## config.mk

```make
export PLATFORM = sky130hd
export DESIGN_NAME = state_dump_unit
export DESIGN_NICKNAME = d
export VERILOG_FILES = /design/src/rtl/state_dump_unit.sv
export SDC_FILE = /design/constraint.sdc
export NUM_CORES = 1
export LEC_CHECK = 0
export BUFFER_PORTS_ARGS = -buffer_cell sky130_fd_sc_hd__buf_2
export CAP_MARGIN = 20
export CORE_MARGIN = 10
export CORE_UTILIZATION = 38
export CTS_BUF_LIST = sky130_fd_sc_hd__clkbuf_8
export DETAILED_ROUTE_END_ITERATION = 6
export PLACE_DENSITY_LB_ADDON = 0.12
export SETUP_SLACK_MARGIN = 0.4
export SYNTH_ARGS = -nofsm -noshare
export SYNTH_HDL_FRONTEND = slang
export SYNTH_SLANG_ARGS = --single-unit
```

## constraint.sdc

```tcl
create_clock -name clk_i -period 2.18 [get_ports clk_i]
set_clock_uncertainty 0.05 [all_clocks]
set_input_delay 0.218 -clock clk_i [delete_from_list [all_inputs] [get_ports clk_i]]
set_output_delay 0.218 -clock clk_i [all_outputs]
set_load 0.02 [all_outputs]
```

## src/rtl/state_dump_unit.sv

```systemverilog
// State dump unit: free-running performance counters plus a 43-item dump
// stream (counter snapshot, register file, data memory) behind valid/ready.
module state_dump_unit (
  input  logic        clk_i,
  input  logic        rst_i,
  input  logic        start_i,
  input  logic        stall_i,
  input  logic        flush_i,
  input  logic        dump_req_i,
  output logic [4:0]  reg_addr_o,
  input  logic [31:0] reg_data_i,
  output logic [4:0]  mem_addr_o,
  input  logic [31:0] mem_data_i,
  output logic        out_valid_o,
  input  logic        out_ready_i,
  output logic [31:0] out_data_o,
  output logic [5:0]  out_tag_o,
  output logic        out_last_o,
  output logic        busy_o,
  output logic [31:0] cycle_cnt_o,
  output logic [31:0] stall_cnt_o,
  output logic [31:0] flush_cnt_o
);

  localparam logic [5:0] REG_BASE  = 6'd3;
  localparam logic [5:0] MEM_BASE  = 6'd35;
  localparam logic [5:0] LAST_IDX  = 6'd42;
  localparam logic [5:0] NUM_ITEMS = 6'd43;

  typedef enum logic {
    IDLE = 1'b0,
    RUN  = 1'b1
  } state_t;

  state_t      state_q, state_d;
  logic [5:0]  idx_q, idx_d;
  logic [31:0] cycle_cnt_q, stall_cnt_q, flush_cnt_q;
  logic [31:0] snap_cycle_q, snap_stall_q, snap_flush_q;
  logic        valid_q, last_q;
  logic [31:0] data_q;
  logic [5:0]  tag_q;

  logic        snap_en, load, finish;
  logic [31:0] item_data;
  logic [5:0]  item_tag;
  logic        item_last;
  logic [5:0]  reg_off, mem_off;

  // Counters run regardless of dump activity.
  // NOTE: sequential state uses non-blocking assignments so every register
  // samples pre-edge values and simulation order cannot create races.
  always_ff @(posedge clk_i or negedge rst_i) begin
    if (!rst_i) begin
      cycle_cnt_q <= '0;
      stall_cnt_q <= '0;
      flush_cnt_q <= '0;
    end else if (start_i) begin
      cycle_cnt_q <= cycle_cnt_q + 32'd1;
      if (stall_i) stall_cnt_q <= stall_cnt_q + 32'd1;
      if (flush_i) flush_cnt_q <= flush_cnt_q + 32'd1;
    end
  end

  // Item selection and read addresses are a pure function of idx.
  always_comb begin
    item_data  = '0;
    item_tag   = '0;
    item_last  = 1'b0;
    reg_addr_o = '0;
    mem_addr_o = '0;
    reg_off    = idx_q - REG_BASE;
    mem_off    = idx_q - MEM_BASE;
    if (idx_q < REG_BASE) begin
      item_tag = idx_q;
      case (idx_q[1:0])
        2'd0:    item_data = snap_cycle_q;
        2'd1:    item_data = snap_stall_q;
        default: item_data = snap_flush_q;
      endcase
    end else if (idx_q < MEM_BASE) begin
      reg_addr_o = reg_off[4:0];
      item_tag   = {1'b1, reg_off[4:0]};
      item_data  = reg_data_i;
    end else if (idx_q <= LAST_IDX) begin
      mem_addr_o = {mem_off[2:0], 2'b00};
      item_tag   = {3'b001, mem_off[2:0]};
      item_data  = mem_data_i;
      item_last  = (idx_q == LAST_IDX);
    end
  end

  // NOTE: every always_comb output gets a default first, so no path can
  // leave a signal unassigned and infer a latch.
  always_comb begin
    state_d = state_q;
    idx_d   = idx_q;
    snap_en = 1'b0;
    load    = 1'b0;
    finish  = 1'b0;
    unique case (state_q)
      IDLE: begin
        if (dump_req_i) begin
          snap_en = 1'b1;
          idx_d   = '0;
          state_d = RUN;
        end
      end
      RUN: begin
        // An empty output slot only exists on the first RUN cycle.
        if (idx_q < NUM_ITEMS) begin
          if (!valid_q || out_ready_i) begin
            load  = 1'b1;
            idx_d = idx_q + 6'd1;
          end
        end else if (valid_q && out_ready_i) begin
          finish  = 1'b1;
          state_d = IDLE;
        end
      end
      default: state_d = IDLE;
    endcase
  end

  always_ff @(posedge clk_i or negedge rst_i) begin
    if (!rst_i) begin
      state_q      <= IDLE;
      idx_q        <= '0;
      snap_cycle_q <= '0;
      snap_stall_q <= '0;
      snap_flush_q <= '0;
    end else begin
      state_q <= state_d;
      idx_q   <= idx_d;
      if (snap_en) begin
        snap_cycle_q <= cycle_cnt_q;
        snap_stall_q <= stall_cnt_q;
        snap_flush_q <= flush_cnt_q;
      end
    end
  end

  // Output slot holds its contents until the sink accepts them.
  always_ff @(posedge clk_i or negedge rst_i) begin
    if (!rst_i) begin
      valid_q <= 1'b0;
      data_q  <= '0;
      tag_q   <= '0;
      last_q  <= 1'b0;
    end else if (load) begin
      valid_q <= 1'b1;
      data_q  <= item_data;
      tag_q   <= item_tag;
      last_q  <= item_last;
    end else if (finish) begin
      valid_q <= 1'b0;
      last_q  <= 1'b0;
    end
  end

  assign out_valid_o = valid_q;
  assign out_data_o  = data_q;
  assign out_tag_o   = tag_q;
  assign out_last_o  = last_q;
  assign busy_o      = (state_q == RUN);
  assign cycle_cnt_o = cycle_cnt_q;
  assign stall_cnt_o = stall_cnt_q;
  assign flush_cnt_o = flush_cnt_q;

endmodule

```

==> out/results.ini, run 1 <==
[route]
vias=10400
routedWlPerCell_um=20.4
antenna_left=0
drt_iter0_drc=654
first_pass_iters=5
routed_wl_um=40200
vias_per_cell=5.26
drcViolationCount=0

[logic_synthesis]
synth_area_um2=11600
ys_seq_area_frac=0.515
yosys.area_share.adder=0.00754
synth_top_family_by_area=simple AND/OR/NAND/NOR gates
yosys-top-cells-area=dfrtp_1 51%, nand2_1 10%, xnor2_1 5.5%
avgSynthCellArea_um2=9.53
synth_top_area_cell=dfrtp_1
synth-compound-area-share=0.141
synth.mux.area_fraction=0.00388
synth-xor-area-share=0.0740
synth-edff-count=0
synth_cell_type_count=48
synth_top_area_frac=0.515
ys_warn_count=0
synthCells=1219
yosys.area_share.simple=0.214
ys.flop_type=dfrtp_1
synth-seq-cells=239
synthArstFlopShare=1.00

[status]
status=finished with violations
failed_checks=setup timing

[clock_network]
tritoncts=built
root_buffer=clkbuf_8
cts_max_level=2
cts.clk_slew.worst_paths_ns=0.06
clk_latency_ns=0.56
cts_buffers=43
clock_tree.buffer_depth=3
cts_sinks=239

[timing]
slew_violations=0
setup_viol=40
fin_crit_sh=1.12
max_freq_mhz=408
setup_ws_ns=-0.271
period_needed_ns=2.45
relSlewSlack=0.572
hold_violations=0
grt_setup_unrepaired=yes
worstMarginPinSlew_ns=0.641

[power]
fin_total_pwr_mw=17.5
ir_drop_v=0.000530
powerDensity_nw_per_um2=1110
p_leak_nw=7.85

[finish]
num-fill-cells=2737
final_common_cell=nand2_1
drive_above_1_share=0.317
nNetsFinal=1625
final_util=0.528
syn_to_final_growth_pct=35.8
mostFrequentLayoutCells=316 x nand2_1, 233 x dfrtp_1, 205 x buf_2
fin_area_um2=15800

[floorplanning]
rows=63
die_h_um=195
dieArea_um2=38000
start_util=0.389
die_w_um=195
core-area_um2=29900
io-pin-count=218

[setup_path]
cp_slowest_cell=or4_4
critical_path_buf_inv_count=2
cp_slowest_stage_delay_ns=0.46
start_kind=register
critPathLaunch=idx_q[1]
r2r_end=out_data_o[0]
reg2reg_from=idx_q[1]
critPathKind=register to output pin
ff2ff_path_depth=14
rrSetupSlack_ns=-0.20
cp_top_family=simple AND/OR/NAND/NOR gates
critical_path_arrival_ns=2.18
cp-end-kind=output pin
cp_cell_sequence=ha_4 -> or4_4 -> xnor2_4 -> or2_4 -> inv_4 -> buf_6
endpoint=reg_addr_o[3]
path_max_fanout=2
cp.required_ns=1.91
cp.depth=6

[placed_design]
hpwl_um=27700
dpl_cell_area_um2=13600
gp_congestion=0.896
io_buffers=215

[global_routing]
grt_first_pass_wirelength_um=62900
track_usage=0.204
grt_max_degree=75
grt_pass1_vias=10400
antenna_found_initial=1
grt_overflow=0

[job]
cap_violations=0

[min_path]
hp-class=primary input to register

cell usage after synthesis, drive strengths merged, types with 6 or more instances:
library cell  instances
o221ai               32
and3                 15
and4                 10
ha                    7
xnor2                74
nor4                  9
nor2                 56
xor2                 22
a211oi               32
nand4                40
clkbuf               57
nand2               319
inv                  42
dfrtp               239
o21ai                50
buf                  22
nand3                69
a22o                 34
o31a                 32
nor3                 14
and2                  6
cell type report:
class                           instances  area (um2)  area share
Inverter                               42         163      0.0103
Clock inverter                         20         140     0.00889
Sequential cell                       239        5990       0.380
Antenna cell                            2        5.00    0.000317
Timing Repair Buffer                  361        2680       0.170
Clock buffer                           56         771      0.0489
Multi-Input combinational cell        860        5530       0.351
Tap cell                              390         488      0.0309
flip-flops by register name, summed over array words and instances (netlist names):
register	cells
out_data_o	32
out_tag_o	6
snap_stall_q	32
cycle_cnt_o	32
snap_cycle_q	32
stall_cnt_o	32
flush_cnt_o	32
idx_q	6
out_valid_o	1
snap_flush_q	32
out_last_o	1
busy_o	1
worst reg2reg max path, delay by kind of cell, from the launching register on:
family          cells  cell delay [ns]
buf+inv             9             1.15
flops               1             0.43
simple gates        2             0.27
fa+ha+maj           1             0.15
compound gates      2             0.20
where the power goes:
group	total, mW	internal, mW	switching [mW]
Combinational	7.32	3.20	4.12
Sequential	5.75	5.14	0.606
Clock	4.45	2.53	1.91
Total	17.5	10.9	6.64
worst min-delay path by stage:
stage	startpoint	to	slack, ns	depth (start not counted)
2_1_floorplan	rst_i	busy_o	-0.13	0
3_3_place_gp	rst_i	out_data_o[4]	0.20	1
3_5_place_dp	rst_i	out_data_o[10]	0.20	1
4_1_cts	reg_data_i[30]	out_data_o[30]	0.007	4
5_1_grt	reg_data_i[12]	out_data_o[12]	0.04	4
6_report	reg_data_i[6]	out_data_o[6]	0.03	4
logic make-up (layout without fill, tap and decap cells):
family / count (synthesis) / in the layout
simple gates: 552 / 552
mux: 4 / 4
buf+inv: 121 / 479
compound gates: 199 / 199
other cells: 1 / 4
xor+xnor: 96 / 96
fa+ha+maj: 7 / 7
flops: 239 / 239
stage by stage:
stage               instances  setup TNS [ns]  hold slack (ns)  setup slack (ns)
detailed placement       1815               0            0.200            0.0771
global placement         1815               0            0.200             0.136
floorplan                1220               0           -0.128             0.159
global route             1969          -11.07           0.0416            -0.368
finish                   1970           -7.51           0.0275            -0.271
CTS                      1952           -8.51          0.00721            -0.396
metal layers:
metal  GRT usage  vias to the layer above  routed length [um]
li1            -                     4902                   -
met1       0.292                     5078               18900
met2       0.297                      340               17800
met3      0.0551                       47                2840
met4      0.0490                        0                 703
met5           0                        -                   0
repair_timing:
item,4_1_cts,5_1_grt
resized for setup,42,80
pin swaps,13,14
cloned,5,1
endpoints found under the hold margin,108,0
endpoints found under the setup margin,51,85
hold buffers,38,0
setup buffers,18,15
(Power assumes the default switching activity.)
==> inputs of run 2 (changes only) <==
--- a/config.mk
+++ b/config.mk
@@ -9,7 +9,7 @@
 export CAP_MARGIN = 20
 export CORE_MARGIN = 10
 export CORE_UTILIZATION = 38
-export CTS_BUF_LIST = sky130_fd_sc_hd__clkbuf_8
+export CTS_BUF_LIST = sky130_fd_sc_hd__clkbuf_16
 export DETAILED_ROUTE_END_ITERATION = 6
 export PLACE_DENSITY_LB_ADDON = 0.12
 export SETUP_SLACK_MARGIN = 0.4
==> run 2 against run 1 <==
Compared with the run above:
- the flow still finishes with violations (setup timing)
- via count down 0.78%
- total power increased by 1.5%
- global-route usage is 0.42 points lower
- non-clock buffer count is 3 lower
- worst hold slack improved by 0.011 ns
- final area rose by 0.12%
- worst setup slack improved by 0.0083 ns
- sequential share of layout area about the same
- final cell count decreased by 1.4%
- combinational power rose by 2.9%
- critical path depth unchanged
- sequential cell count did not move
==> out/results.ini, run 2 (same netlist as run 1, synthesis figures left out) <==
[clock_network]
clk_latency_ns=0.54
root_buffer=clkbuf_16
cts_sinks=239
clock_tree.buffer_depth=3
cts_buffers=28
cts_max_level=1
tritoncts=built
cts.clk_slew.worst_paths_ns=0.06

[finish]
syn_to_final_growth_pct=35.9
mostFrequentLayoutCells=316 x nand2_1, 229 x dfrtp_1, 205 x buf_2
nNetsFinal=1607
drive_above_1_share=0.313
final_common_cell=nand2_1

[route]
vias_per_cell=5.30
vias=10300
drt_iter0_drc=661
routed_wl_um=39900
drcViolationCount=0
first_pass_iters=5
antenna_left=0
routedWlPerCell_um=20.5

[power]
p_leak_nw=7.81
ir_drop_v=0.000542
powerDensity_nw_per_um2=1130

[global_routing]
grt_first_pass_wirelength_um=62000
track_usage=0.199
grt_overflow=0
grt_pass1_vias=10200
grt_max_degree=75
antenna_found_initial=2

[job]
cap_violations=0

[timing]
fin_crit_sh=1.12
max_freq_mhz=409
setup_viol=40
hold_violations=0
period_needed_ns=2.44
worstMarginPinSlew_ns=0.648
relSlewSlack=0.568
grt_setup_unrepaired=yes
setup_tns_ns=-7.05
slew_violations=0
setup_ws_ns=-0.262
hold_ws_ns=0.0384

[setup_path]
start_kind=register
cp-end-kind=output pin
path_max_fanout=2
critical_path_arrival_ns=2.17
cp.required_ns=1.91
critPathKind=register to output pin

[floorplanning]
core-area_um2=29900
rows=63
die_w_um=195
io-pin-count=218
dieArea_um2=38000
start_util=0.389
die_h_um=195

[placed_design]
io_buffers=215
gp_congestion=0.896
dp_slack_ns=0.0771
hpwl_um=27700

[status]
status=finished with violations
failed_checks=setup timing

[min_path]
hp-class=primary input to register

-- run 2: cell types whose count changed in the layout (fill, tap and decap cells not counted), sizes merged --
cell	before	now
clkbuf	58	32
clkinv	3	9
inv	56	53
buf	320	318
bufbuf	1	0
diode	2	1
dlygate4sd3	38	37
-- run 2: power by group --
part	internal (mW)	total (mW)	leakage (nW)	switching [mW]
logic	3.33	7.53	4.15	4.20
clock network	2.62	4.49	0.475	1.87
registers	5.14	5.75	3.19	0.616
-- run 2: layout make-up --
class	instances	area, um2
inverters	42	163
well taps	390	488
clock buffers	29	726
diodes	1	2.50
fillers	2717	14100
repair buffers	358	2680
clock inverters	23	151
flip-flops and latches	239	5990
multi-input cells	860	5590
-- run 2: repair_timing --
action,in CTS,in global routing
setup endpoints to repair,50,88
pin swaps,12,17
cloned,4,1
hold buffers,37,0
hold endpoints to repair,105,0
gates resized for setup,56,90
buffers inserted,16,16
-- run 2: final timing paths --
check | startpoint | end | slack, ns | cells past startpoint
worst max register to register | idx_q[1] | out_data_o[13] | -0.21 | 15
min in group asynchronous | rst_i | out_data_o[4] | 0.20 | 2
worst min register to register | snap_stall_q[3] | snap_stall_q[3] | 0.43 | 2
worst max-delay path | idx_q[1] | reg_addr_o[3] | -0.26 | 6
worst min-delay path | reg_data_i[4] | out_data_o[4] | 0.04 | 4
max in group asynchronous | rst_i | idx_q[0] | 1.15 | 3
-- run 2: metal layers --
layer / wire length, um / vias up / global-route usage / share of wire
li1: - / 4870 / - / -
met1: 18700 / 5018 / 0.293 / 0.47
met2: 17500 / 338 / 0.291 / 0.44
met3: 2850 / 58 / 0.0456 / 0.071
met4: 806 / 2 / 0.0445 / 0.020
met5: 13 / - / 0 / 0.00033
-- run 2: worst max-delay path, cell delays in order, from the launching register on --
cell     delay (ns)
dfrtp_1        0.42
ha_4           0.19
or4_4          0.46
xnor2_4        0.15
or2_4          0.25
inv_4          0.05
buf_6          0.10
-- run 2: per-stage QoR --
stage	util	area, um2	total power, mW	instances
floorplan	-	11700	9.67	1220
global placement	0.454	13600	11.6	1815
detailed placement	0.454	13600	11.7	1815
CTS	0.511	15300	17.2	1924
global route	0.529	15800	18.7	1942
finish	0.529	15800	17.8	1942
==> inputs of run 3 (changes only) <==
--- a/config.mk
+++ b/config.mk
@@ -11,7 +11,6 @@
 export CORE_UTILIZATION = 38
 export CTS_BUF_LIST = sky130_fd_sc_hd__clkbuf_16
 export DETAILED_ROUTE_END_ITERATION = 6
-export PLACE_DENSITY_LB_ADDON = 0.12
 export SETUP_SLACK_MARGIN = 0.4
 export SYNTH_ARGS = -nofsm -noshare
 export SYNTH_HDL_FRONTEND = slang
==> run 3 against run 2 <==
Compared with the run above:
- the flow still finishes with violations (setup timing)
- register-to-register slack improved by 0.12 ns
- sequential cell count did not move
- first-iteration DRC count is 15% higher
- via count decreased by 0.15%
- sequential share of layout area is 0.54 points higher
- worst setup slack better by 0.033 ns
- routed wire length decreased by 1.4%
- non-clock buffer count down 12
- largest power group unchanged
==> out/results.ini, run 3 (same netlist as run 1, synthesis figures left out) <==
[route]
vias_per_cell=5.33
antenna_left=0
routed_wl_um=39300
vias=10300
first_pass_iters=5
drt_iter0_drc=758
routedWlPerCell_um=20.4
drcViolationCount=0

[floorplanning]
rows=63
io-pin-count=218
core-area_um2=29900
die_h_um=195
start_util=0.389
die_w_um=195
dieArea_um2=38000

[timing]
fin_crit_sh=1.11
slew_violations=0
setup_tns_ns=-2.33
worstMarginPinSlew_ns=0.619
relSlewSlack=0.587
grt_setup_unrepaired=yes
setup_viol=33
hold_violations=0
setup_ws_ns=-0.230
period_needed_ns=2.41
max_freq_mhz=415

[setup_path]
critPathKind=register to output pin
rrSetupSlack_ns=-0.09
endpoint=reg_addr_o[3]
start_kind=register
critPathLaunch=idx_q[1]
cp_slowest_stage_delay_ns=0.46
r2r_end=out_data_o[17]
reg2reg_from=idx_q[1]
critical_path_arrival_ns=2.14
cp_slowest_cell=or4_4
path_max_fanout=3
cp-end-kind=output pin
cp.required_ns=1.91
ff2ff_path_depth=9
cp_cell_sequence=ha_4 -> or4_4 -> xnor2_4 -> or2_4 -> inv_4 -> buf_6

[finish]
antenna_cells=0
multi_input_area_um2=5600
nNetsFinal=1595
mostFrequentLayoutCells=316 x nand2_1, 232 x dfrtp_1, 206 x buf_2
layout.cells.non_filler=1927
syn_to_final_growth_pct=33.9
drive_above_1_share=0.286
final_common_cell=nand2_1
seq_area_um2=5990
num-fill-cells=2719

[clock_network]
cts_buffers=27
cts_max_level=1
tritoncts=built
clock_tree.buffer_depth=3
cts.clk_slew.worst_paths_ns=0.06
clk_latency_ns=0.54
root_buffer=clkbuf_16
cts_sinks=239

[placed_design]
io_buffers=215
dp_slack_ns=0.0827
dp_cells=1811
gp_congestion=0.842
hpwl_um=27500

[global_routing]
grt_overflow=0
antenna_found_initial=0
grt_pass1_vias=10200
grt_first_pass_wirelength_um=61000
track_usage=0.196
grt_max_degree=66

[power]
powerDensity_nw_per_um2=1130
ir_drop_v=0.000485
p_leak_nw=7.69

[job]
cap_violations=0

[status]
status=finished with violations
failed_checks=setup timing

[min_path]
hp-class=primary input to register

[run 3: changes by cell type in the layout (fill, tap and decap cells not counted), moves of 4 or more]
cell	before	now
a22o_1	34	29
buf_6	27	12
a22o_4	0	5
inv_1	51	46
a211oi_2	29	14
o221ai_2	32	6
clkinv_2	7	1
o221ai_1	0	26
buf_4	63	67
clkinv_1	2	12
a211oi_4	0	18
[run 3: timing repair]
| action | in CTS | in global routing |
|---|---|---|
| gates resized for setup | 59 | 54 |
| setup buffers | 13 | 10 |
| hold buffers | 37 | 0 |
| endpoints found under the setup margin | 59 | 87 |
| endpoints found under the hold margin | 89 | 0 |
| cloned | 1 | 6 |
| pin swaps | 10 | 15 |
[run 3: worst max-delay path: cells and delay by family, from the launching register on]
family                     cells  cell delay, ns
xor gates and xnor gates       1            0.16
and+or+nand+nor                2            0.71
buffers and inverters          2            0.15
DFF                            1            0.42
adders and majority gates      1            0.18
[run 3: routing by layer]
metal	GRT usage	vias up	share of wire
met5	0	-	0
met3	0.0528	35	0.087
li1	-	4817	-
met1	0.284	5062	0.45
met2	0.288	357	0.45
met4	0.0324	0	0.012
[run 3: cell type report]
type | instances | share of cell area
flip-flops and latches | 239 | 0.385
clock inverters | 22 | 0.00740
inverters | 42 | 0.0105
clock buffers | 27 | 0.0434
well taps | 390 | 0.0314
repair buffers | 346 | 0.162
multi-input cells | 861 | 0.360
[run 3: report_power, final]
group          leakage, nW  internal [mW]  total (mW)  switching [mW]
registers             3.19           5.14        5.76           0.626
logic                 4.09           3.48        7.76            4.29
clock network        0.411           2.34        4.11            1.78
total                 7.69           11.0        17.6            6.69
[run 3: per-stage QoR]
step | hold slack (ns) | utilization | cell area, um2 | power [mW]
after floorplan | -0.128 | - | 11700 | 9.67
after global placement | 0.149 | 0.454 | 13600 | 11.7
after detailed placement | 0.157 | 0.454 | 13600 | 11.8
after CTS | 0.0440 | 0.506 | 15100 | 16.8
after global routing | 0.0726 | 0.521 | 15600 | 18.6
final | 0.0592 | 0.521 | 15600 | 17.6
[run 3: worst min-delay path by stage]
| stage | cells past startpoint | end | from | slack, ns |
|---|---|---|---|---|
| 2_1_floorplan | 0 | busy_o | rst_i | -0.13 |
| 3_3_place_gp | 1 | out_data_o[3] | rst_i | 0.15 |
| 3_5_place_dp | 1 | out_data_o[4] | rst_i | 0.16 |
| 4_1_cts | 4 | out_data_o[1] | reg_data_i[1] | 0.04 |
| 5_1_grt | 4 | out_data_o[3] | reg_data_i[3] | 0.07 |
| 6_report | 4 | out_data_o[7] | reg_data_i[7] | 0.06 |
